## src/rtl/fft_frame_scheduler_pkg.sv

```systemverilog
// Shared types and widths for the two-channel FFT frame scheduler.
package fft_frame_scheduler_pkg;

  typedef enum logic {
    IDLE = 1'b0,
    LOAD = 1'b1
  } state_t;

  localparam int CNT_W = 10;
  localparam int CH_W  = 1;

endpackage

```

## src/rtl/fft_tag_fifo.sv

```systemverilog
// Small synchronous FIFO carrying the source channel of each frame in flight
// through the FFT. Push and pop together are accepted when full or empty.
module fft_tag_fifo
  import fft_frame_scheduler_pkg::*;
#(
  parameter int DEPTH = 4
) (
  input  logic            clk,
  input  logic            rst,
  input  logic            push,
  input  logic            pop,
  input  logic [CH_W-1:0] din,
  output logic [CH_W-1:0] dout,
  output logic            full,
  output logic            empty
);

  localparam int PW = $clog2(DEPTH);
  localparam int CW = PW + 1;

  logic [CH_W-1:0] mem [DEPTH];
  logic [PW-1:0]   wr_ptr;
  logic [PW-1:0]   rd_ptr;
  logic [CW-1:0]   count;
  logic            do_wr;
  logic            do_rd;

  assign full  = (count == CW'(DEPTH));
  assign empty = (count == '0);
  assign do_wr = push && (!full || pop);
  assign do_rd = pop && (!empty || push);
  // When empty, the incoming tag is the head, so a same-cycle pop consumes it.
  assign dout  = empty ? din : mem[rd_ptr];

  always_ff @(posedge clk) begin
    if (do_wr) begin
      mem[wr_ptr] <= din;
    end
  end

  always_ff @(posedge clk) begin
    if (rst) begin
      wr_ptr <= '0;
      rd_ptr <= '0;
      count  <= '0;
    end else begin
      if (do_wr) wr_ptr <= wr_ptr + PW'(1);
      if (do_rd) rd_ptr <= rd_ptr + PW'(1);
      case ({do_wr, do_rd})
        2'b10:   count <= count + CW'(1);
        2'b01:   count <= count - CW'(1);
        default: count <= count;
      endcase
    end
  end

endmodule

```

## src/rtl/fft_frame_scheduler.sv

```systemverilog
// Round-robin loader of N-sample frames from two channels into an FFT chain,
// with per-frame channel tags re-attached to the registered FFT output.
module fft_frame_scheduler
  import fft_frame_scheduler_pkg::*;
#(
  parameter int N         = 256,
  parameter int TAG_DEPTH = 4
) (
  input  logic        clk,
  input  logic        rst,
  input  logic [1:0]  req_i,
  output logic [1:0]  gnt_o,
  input  logic [1:0]  s_valid_i,
  input  logic [31:0] s0_re_i,
  input  logic [31:0] s0_im_i,
  input  logic [31:0] s1_re_i,
  input  logic [31:0] s1_im_i,
  output logic        fft_start_o,
  output logic        fft_dready_o,
  output logic [31:0] fft_re_o,
  output logic [31:0] fft_im_o,
  input  logic        fft_busy_i,
  input  logic        fft_ready_i,
  input  logic        fft_done_i,
  input  logic [31:0] fft_re_i,
  input  logic [31:0] fft_im_i,
  output logic        fft_dl_busy_o,
  output logic        out_valid_o,
  output logic        out_last_o,
  output logic        out_ch_o,
  output logic [31:0] out_re_o,
  output logic [31:0] out_im_o,
  input  logic        out_busy_i,
  output logic        err_o
);

  state_t          state;
  logic [CNT_W-1:0] cnt;
  logic [CH_W-1:0] gch;
  logic [CH_W-1:0] rr_ptr;
  logic [CH_W-1:0] pick;
  logic [1:0]      gnt_q;
  logic            accept;
  logic            last_accept;
  logic            start_frame;
  logic [CH_W-1:0] tag_head;
  logic            tag_full;
  logic            tag_empty;

  // rr_ptr names the channel that has priority at the next frame start.
  assign pick        = req_i[rr_ptr] ? rr_ptr : ~rr_ptr;
  assign start_frame = (state == IDLE) && (|req_i) && !fft_busy_i && !tag_full;
  assign accept      = (state == LOAD) && s_valid_i[gch] && !rst;
  assign last_accept = accept && (cnt == CNT_W'(N - 1));

  assign gnt_o         = rst ? 2'b00 : gnt_q;
  assign fft_dready_o  = accept;
  assign fft_start_o   = accept && (cnt == '0);
  assign fft_re_o      = accept ? ((gch == 1'b1) ? s1_re_i : s0_re_i) : '0;
  assign fft_im_o      = accept ? ((gch == 1'b1) ? s1_im_i : s0_im_i) : '0;
  assign fft_dl_busy_o = out_busy_i;

  fft_tag_fifo #(
    .DEPTH(TAG_DEPTH)
  ) u_tag_fifo (
    .clk  (clk),
    .rst  (rst),
    .push (last_accept),
    .pop  (fft_done_i),
    .din  (gch),
    .dout (tag_head),
    .full (tag_full),
    .empty(tag_empty)
  );

  always_ff @(posedge clk) begin
    if (rst) begin
      state  <= IDLE;
      cnt    <= '0;
      gch    <= '0;
      rr_ptr <= '0;
      gnt_q  <= 2'b00;
    end else begin
      case (state)
        IDLE: begin
          if (start_frame) begin
            state  <= LOAD;
            cnt    <= '0;
            gch    <= pick;
            rr_ptr <= ~pick;
            gnt_q  <= (pick == 1'b1) ? 2'b10 : 2'b01;
          end
        end
        LOAD: begin
          if (accept) begin
            cnt <= cnt + CNT_W'(1);
            if (last_accept) begin
              state <= IDLE;
              gnt_q <= 2'b00;
            end
          end
        end
        default: state <= IDLE;
      endcase
    end
  end

  // A done with no tag in flight reports channel 0 and latches the error.
  always_ff @(posedge clk) begin
    if (rst) begin
      out_valid_o <= 1'b0;
      out_last_o  <= 1'b0;
      out_ch_o    <= 1'b0;
      out_re_o    <= '0;
      out_im_o    <= '0;
      err_o       <= 1'b0;
    end else begin
      out_valid_o <= fft_ready_i;
      out_last_o  <= fft_done_i;
      out_re_o    <= fft_re_i;
      out_im_o    <= fft_im_i;
      out_ch_o    <= (tag_empty && !last_accept) ? 1'b0 : tag_head;
      err_o       <= err_o
                     || (fft_done_i && tag_empty && !last_accept)
                     || (fft_ready_i && out_busy_i);
    end
  end

endmodule

```

## config.mk

```make
export PLATFORM = sky130hd
export DESIGN_NAME = fft_frame_scheduler
export DESIGN_NICKNAME = d
export VERILOG_FILES = /design/src/rtl/fft_frame_scheduler_pkg.sv /design/src/rtl/fft_tag_fifo.sv /design/src/rtl/fft_frame_scheduler.sv
export SDC_FILE = /design/constraint.sdc
export NUM_CORES = 1
export LEC_CHECK = 0
export CAP_MARGIN = 10
export CORE_AREA = 2 2 130 132
export DETAILED_ROUTE_END_ITERATION = 6
export DIE_AREA = 0 0 132 134
export HOLD_SLACK_MARGIN = 0.05
export PLACE_DENSITY_LB_ADDON = 0.12
export SETUP_SLACK_MARGIN = 0.02
export SYNTH_ARGS = -nofsm -noshare
export SYNTH_HDL_FRONTEND = slang
export SYNTH_HIERARCHICAL = 1
export SYNTH_SLANG_ARGS = --single-unit
```

## constraint.sdc

```tcl
create_clock -name clk -period 3.4 [get_ports clk]
set_clock_uncertainty 0.2 [all_clocks]
set_input_delay 0.68 -clock clk [delete_from_list [all_inputs] [get_ports clk]]
set_output_delay 0.68 -clock clk [all_outputs]
set_load 0.02 [all_outputs]
```

### Word-level counts from Yosys, hierarchy flattened

Memory sizes are Yosys's and may differ from the RTL's. A register that Yosys moved wholly into a read port is not among the register bits.
Cells that the tools add are included.

* memory bits (writable): 4
* memories kept: 1
* input port bits: 202
* logic and storage cells: 90
* output and inout bits: 137
* flip-flop bits (word level): 90

* reduce and logical (&&, ||, !) cells: 30
* add/sub/neg operators: 5
* order comparisons: 2
* bitwise gates (word level): 3
* equality and inequality tests: 7
* muxes and demuxes: 28

Memory list
* u_tag_fifo.mem: words 4, width 1, rd ports 1, clocked after Yosys merged registers in 1, wr ports 1, line fft_tag_fifo.sv:21 `logic [CH_W-1:0] mem [DEPTH];`

Operators by type and width (number)
* $mux 32: 4
* $mux 10: 2
* $pmux 10 s2: 1
* $mux 2: 7
* $logic_and 1x1->1: 13
* $mux 1: 11
* $add 10x1->10 const B: 1
* $eq 10x8->1 const B: 1
* $logic_not 10->1: 1
* $pmux 3 s2: 1
* $logic_not 1->1: 5
* $add 2x1->2 const B: 2
* $logic_or 1x1->1: 4
* $lt 1x2->1 const B: 2
* $ne 2x1->1 const B: 2
* $pmux 2 s2: 1
* $reduce_and 2->1: 2
* $reduce_or 2->1: 2
* $add 3x1->3 const B: 1
* $eq 3x3->1 const B: 1
* $logic_not 3->1: 1
* $not 1->1: 3
* $reduce_and 3->1: 1
* $sub 3x1->3 const B: 1
* other kinds (5): 5

### Longest topological paths before layout

* word-level depth: 9
* gate-level depth with buffers: 12
* gate-level depth less buffers: 12

### Cells and area by module

Netlist, hierarchy kept.

Modules (own cells, without submodules)
* fft_frame_scheduler: area each 3592.2 µm², cells each 386, instances 1
* fft_tag_fifo: area each 659.4 µm², cells each 61, instances 1

### Worst setup path after synthesis

OpenSTA, ideal clock, no wires.

* kind: input -> register
* from: in s_valid_i[1]
* to: reg u_tag_fifo.count[2]
* slack: 0.426 ns
* arrival time: 2.704 ns
* stages: 11
* setup time: 0.070 ns
* cells stage by stage: mux2_2 > nand4_1 > inv_1 > a21boi_2 > inv_1 > ha_1 > inv_1 > fa_1 > xor2_1 > or3_2 > a21oi_1

* word-level cells in the longest chain between the ends: 9
* elaborated cells between the ends (all ways): 12
* classes of those cells: 2 x eq/ne; 3 x mux; 7 x reduce/logical

Ends and longest elaborated chain
* start, declared: line fft_frame_scheduler.sv:13 `input logic [1:0] s_valid_i,`
* $mux 1 (not written as such) (*) (2 in series): line fft_frame_scheduler.sv:53 `assign accept = (state == LOAD) && s_valid_i[gch] && !rst;`
* $logic_and 1x1->1 (*) (2 in series): line fft_frame_scheduler.sv:53
* $logic_and 1x1->1 (*): line fft_frame_scheduler.sv:54 `assign last_accept = accept && (cnt == CNT_W'(N - 1));`
* net last_accept: line fft_frame_scheduler.sv:44 `logic last_accept;`
* $logic_or 1x1->1: line fft_tag_fifo.sv:31 `assign do_rd = pop && (!empty || push);`
* $logic_and 1x1->1: line fft_tag_fifo.sv:31
* $eq 2x1->1 / $eq 2x2->1 (equally long branches): line fft_tag_fifo.sv:49 `case ({do_wr, do_rd})`
* $pmux 3 s2 / $reduce_bool 2->1 (equally long branches)
* end signal, assigned: line fft_tag_fifo.sv:50 `2'b10: count <= count + CW'(1);`
* end signal, assigned: line fft_tag_fifo.sv:51 `2'b01: count <= count - CW'(1);`
* end signal, assigned: line fft_tag_fifo.sv:52 `default: count <= count;`
* end, declared: line fft_tag_fifo.sv:24 `logic [CW-1:0] count;`

The timed path passes the listed nets; every way through them passes the cells marked *. The select of a mux whose other input is x is not followed.
A chain may end at the register's enable or synchronous reset.

### Worst setup path in the final report

* from: in s_valid_i[1]
* to: out fft_im_o[2]

* word-level cells in the longest chain between the ends: 5

Ends and longest elaborated chain
* $mux 1 (not written as such) (2 in series): line fft_frame_scheduler.sv:53
* $logic_and 1x1->1 (2 in series): line fft_frame_scheduler.sv:53
* $mux 32: line fft_frame_scheduler.sv:60 `assign fft_im_o = accept ? ((gch == 1'b1) ? s1_im_i : s0_im_i) : '0;`
* end, declared: line fft_frame_scheduler.sv:21 `output logic [31:0] fft_im_o,`

No other way between the ends. The select of a mux whose other input is x is not followed.

==> out/metrics.cfg <==
[route]
antenna_left=0
drtPass1Iterations=4
routed-via-count=4336
first_iter_violations=77
drt_wl_total_mm=15.5
drt-wirelength-per-cell_microns=15.5
drc=0
via_per_inst=4.31

[power_and_ir_drop]
powerDensity_nw_per_um2=343
p_leak_nw=3.58
power.total_w=0.00283
vdd_drop_max_mv=0.278

[cells_and_area]
drive_gt1_share_pct=5.61
nFillCells=1530
nNetsFinal=989
area_growth_pct=94.0
multi_input_area_sq_um=2100
final_cells=1005
seqCellArea_sq_um=1970
mostFrequentLayoutCell=clkdlybuf4s50_1
mostFrequentLayoutCells=clkdlybuf4s50_1 (305), dfxtp_1 (91), nor2_1 (72), nor2b_1 (68), mux2i_1 (66)

[min_path]
hold_class=reg -> reg

[sta]
post-route-min-period_ns=3.30
hold_ws_ns=0.289
setup_viol=0
finalSetupTns_ns=0
finalCritPeriodShare_pct=97.0
drv_slew=0
hold_viol=0
relSlewSlack_pct=48.7
rsz0062_at_grt=false
tightest_slew_ns=0.769
max_freq_mhz=303

[floorplan]
die_x_microns=132
ioPinCount=339
core_sq_um=16300
die_y_microns=134
num_rows=47
die_area_sq_um=17700
start_util_pct=26.1

[cts]
cts_setup_buffers=0
htree_levels=3
cts_tree=yes
clock_latency_ns=0.34
root_buffer=clkbuf_16
cts.sinks=96
numCtsBuffers=9
hold_buffers=0
path_clk_slew_ns=0.07
cts_buffer_depth=2

[global_routing]
grtUsageTotal_pct=17.3
grt_pass1_vias=4446
grt_pass1_wl_mm=23.9
grt_max_degree=79
antenna_found_initial=1
grt_overflow=0

[placement]
place_inst=988
dp_hpwl_mm=12.2
portBuffers=338
place_congestion=0.850

[synthesis]
synth_area_sq_um=4250
yosys_most_used_dff=dfxtp_1
ys_seq_area_share_pct=46.1
ys_warn_count=6
synth_cells=447
ys_ff_latch=96
async_flop_share_pct=0
ys_types=52
synth_nets=657
syn_avg_cell_area_sq_um=9.51
synth_edf_count=4

[setup_path]
setup.worst_path.class=in -> out
cp.arrival_ns=2.42
crit_fanout=51
startpoint_type=input pin
worstPathRequired_ns=2.52
cp-end-kind=output pin

[run_status]
status=complete, no violations

[job]
drv_cap=0

[cell type report]
| cell class | instances | share of cell area, % |
|---|---|---|
| repair buffers | 347 | 43.1 |
| diodes | 1 | 0.0303 |
| clock buffers | 9 | 2.73 |
| inverters | 16 | 0.728 |
| multi-input cells | 309 | 25.5 |
| well taps | 220 | 3.34 |
| flip-flops and latches | 96 | 23.8 |
| clock inverters | 7 | 0.728 |
[state kept, by name, indices dropped and copies added (netlist names), 2 cells and up, named ones only]
register and flops:
out_im_o 32, out_re_o 32, cnt 10, u_tag_fifo/mem 4
u_tag_fifo/count 3, gnt_q 2, u_tag_fifo/rd_ptr 2, u_tag_fifo/wr_ptr 2
[worst paths after layout]
path | from | to | slack, ns | depth (start not counted)
max | s_valid_i[1] | fft_im_o[2] | 0.10 | 6
min | cnt[1]$_SDFFE_PP0P_ | cnt[1]$_SDFFE_PP0P_ | 0.29 | 2
max reg2reg | cnt[1]$_SDFFE_PP0P_ | u_tag_fifo/count[2]$_SDFFE_PP0P_ | 0.55 | 12
min reg2reg | cnt[1]$_SDFFE_PP0P_ | cnt[1]$_SDFFE_PP0P_ | 0.29 | 2
[per-layer routing]
metal  GRT usage, %  vias up  share of wire (%)
li1               -     2148                  -
met3           8.20       26                 12
met4           7.19        0                2.7
met2           29.2      211                 49
met1           18.6     1951                 36
met5              0        -                  0
[synthesized netlist by cell type, drive strengths merged, types with 2 or more instances]
library cell	number	share of area (%)
ha	7	2.1
nor2	72	6.4
and2	4	0.71
buf	17	2.2
dfxtp	92	43
clkbuf	9	0.79
nor2b	68	10
nor3	6	0.97
or3	5	0.77
and3	2	0.29
edfxtp	4	2.8
nor4b	2	0.41
o41ai	2	0.59
nand2	15	1.3
nand4	2	0.29
o21ai	6	0.71
mux2i	66	16
mux2	4	1.1
nor4	2	0.29
xor2	2	0.41
inv	16	1.4
a21oi	18	2.1
nand2b	2	0.29
or4	2	0.35
nand3	5	0.59
[where the power goes]
group	leakage [nW]	internal, W	total, W	switching [W]
Clock	0.143	0.000512	0.000977	0.000464
Sequential	0.797	0.00118	0.00120	0.0000164
Combinational	2.64	0.000399	0.000658	0.000259
[through the flow]
stage / utilization (%) / setup slack (ns) / cell area, sq um
after floorplan: - / 0.426 / 4250
after global placement: 48.4 / 0.0382 / 7890
after detailed placement: 48.4 / -0.0194 / 7890
after CTS: 50.2 / 0.0247 / 8170
after global routing: 50.6 / 0.0157 / 8250
final: 50.6 / 0.103 / 8250
[critical path, cell delays in order]
cell and delay [ns]:
clkdlybuf4s50_1 0.39, mux2_2 0.32, nand2_2 0.14, buf_12 0.23
nor2_1 0.08, clkdlybuf4s50_1 0.55
[repair_timing]
item / 4_1_cts / 5_1_grt
endpoints found under the setup margin: 1 / 30
hold endpoints to repair: 0 / 0
resized for setup: 1 / 30
cloned: 0 / 0
[logic make-up (layout without fill, tap and decap cells)]
| logic type | count (synthesis) | in the layout | synth area share, % |
|---|---|---|---|
| and+or+nand+nor | 193 | 193 | 23.9 |
| DFF | 96 | 96 | 46.1 |
| muxes | 71 | 71 | 17.2 |
| buffers and inverters | 42 | 379 | 4.41 |
| AOI/OAI and AO/OA | 34 | 34 | 5.15 |
| adders and majority gates | 8 | 8 | 2.53 |
| xor gates and xnor gates | 3 | 3 | 0.618 |
| other | 0 | 1 | 0 |
Power figures use the tool's default switching activity.
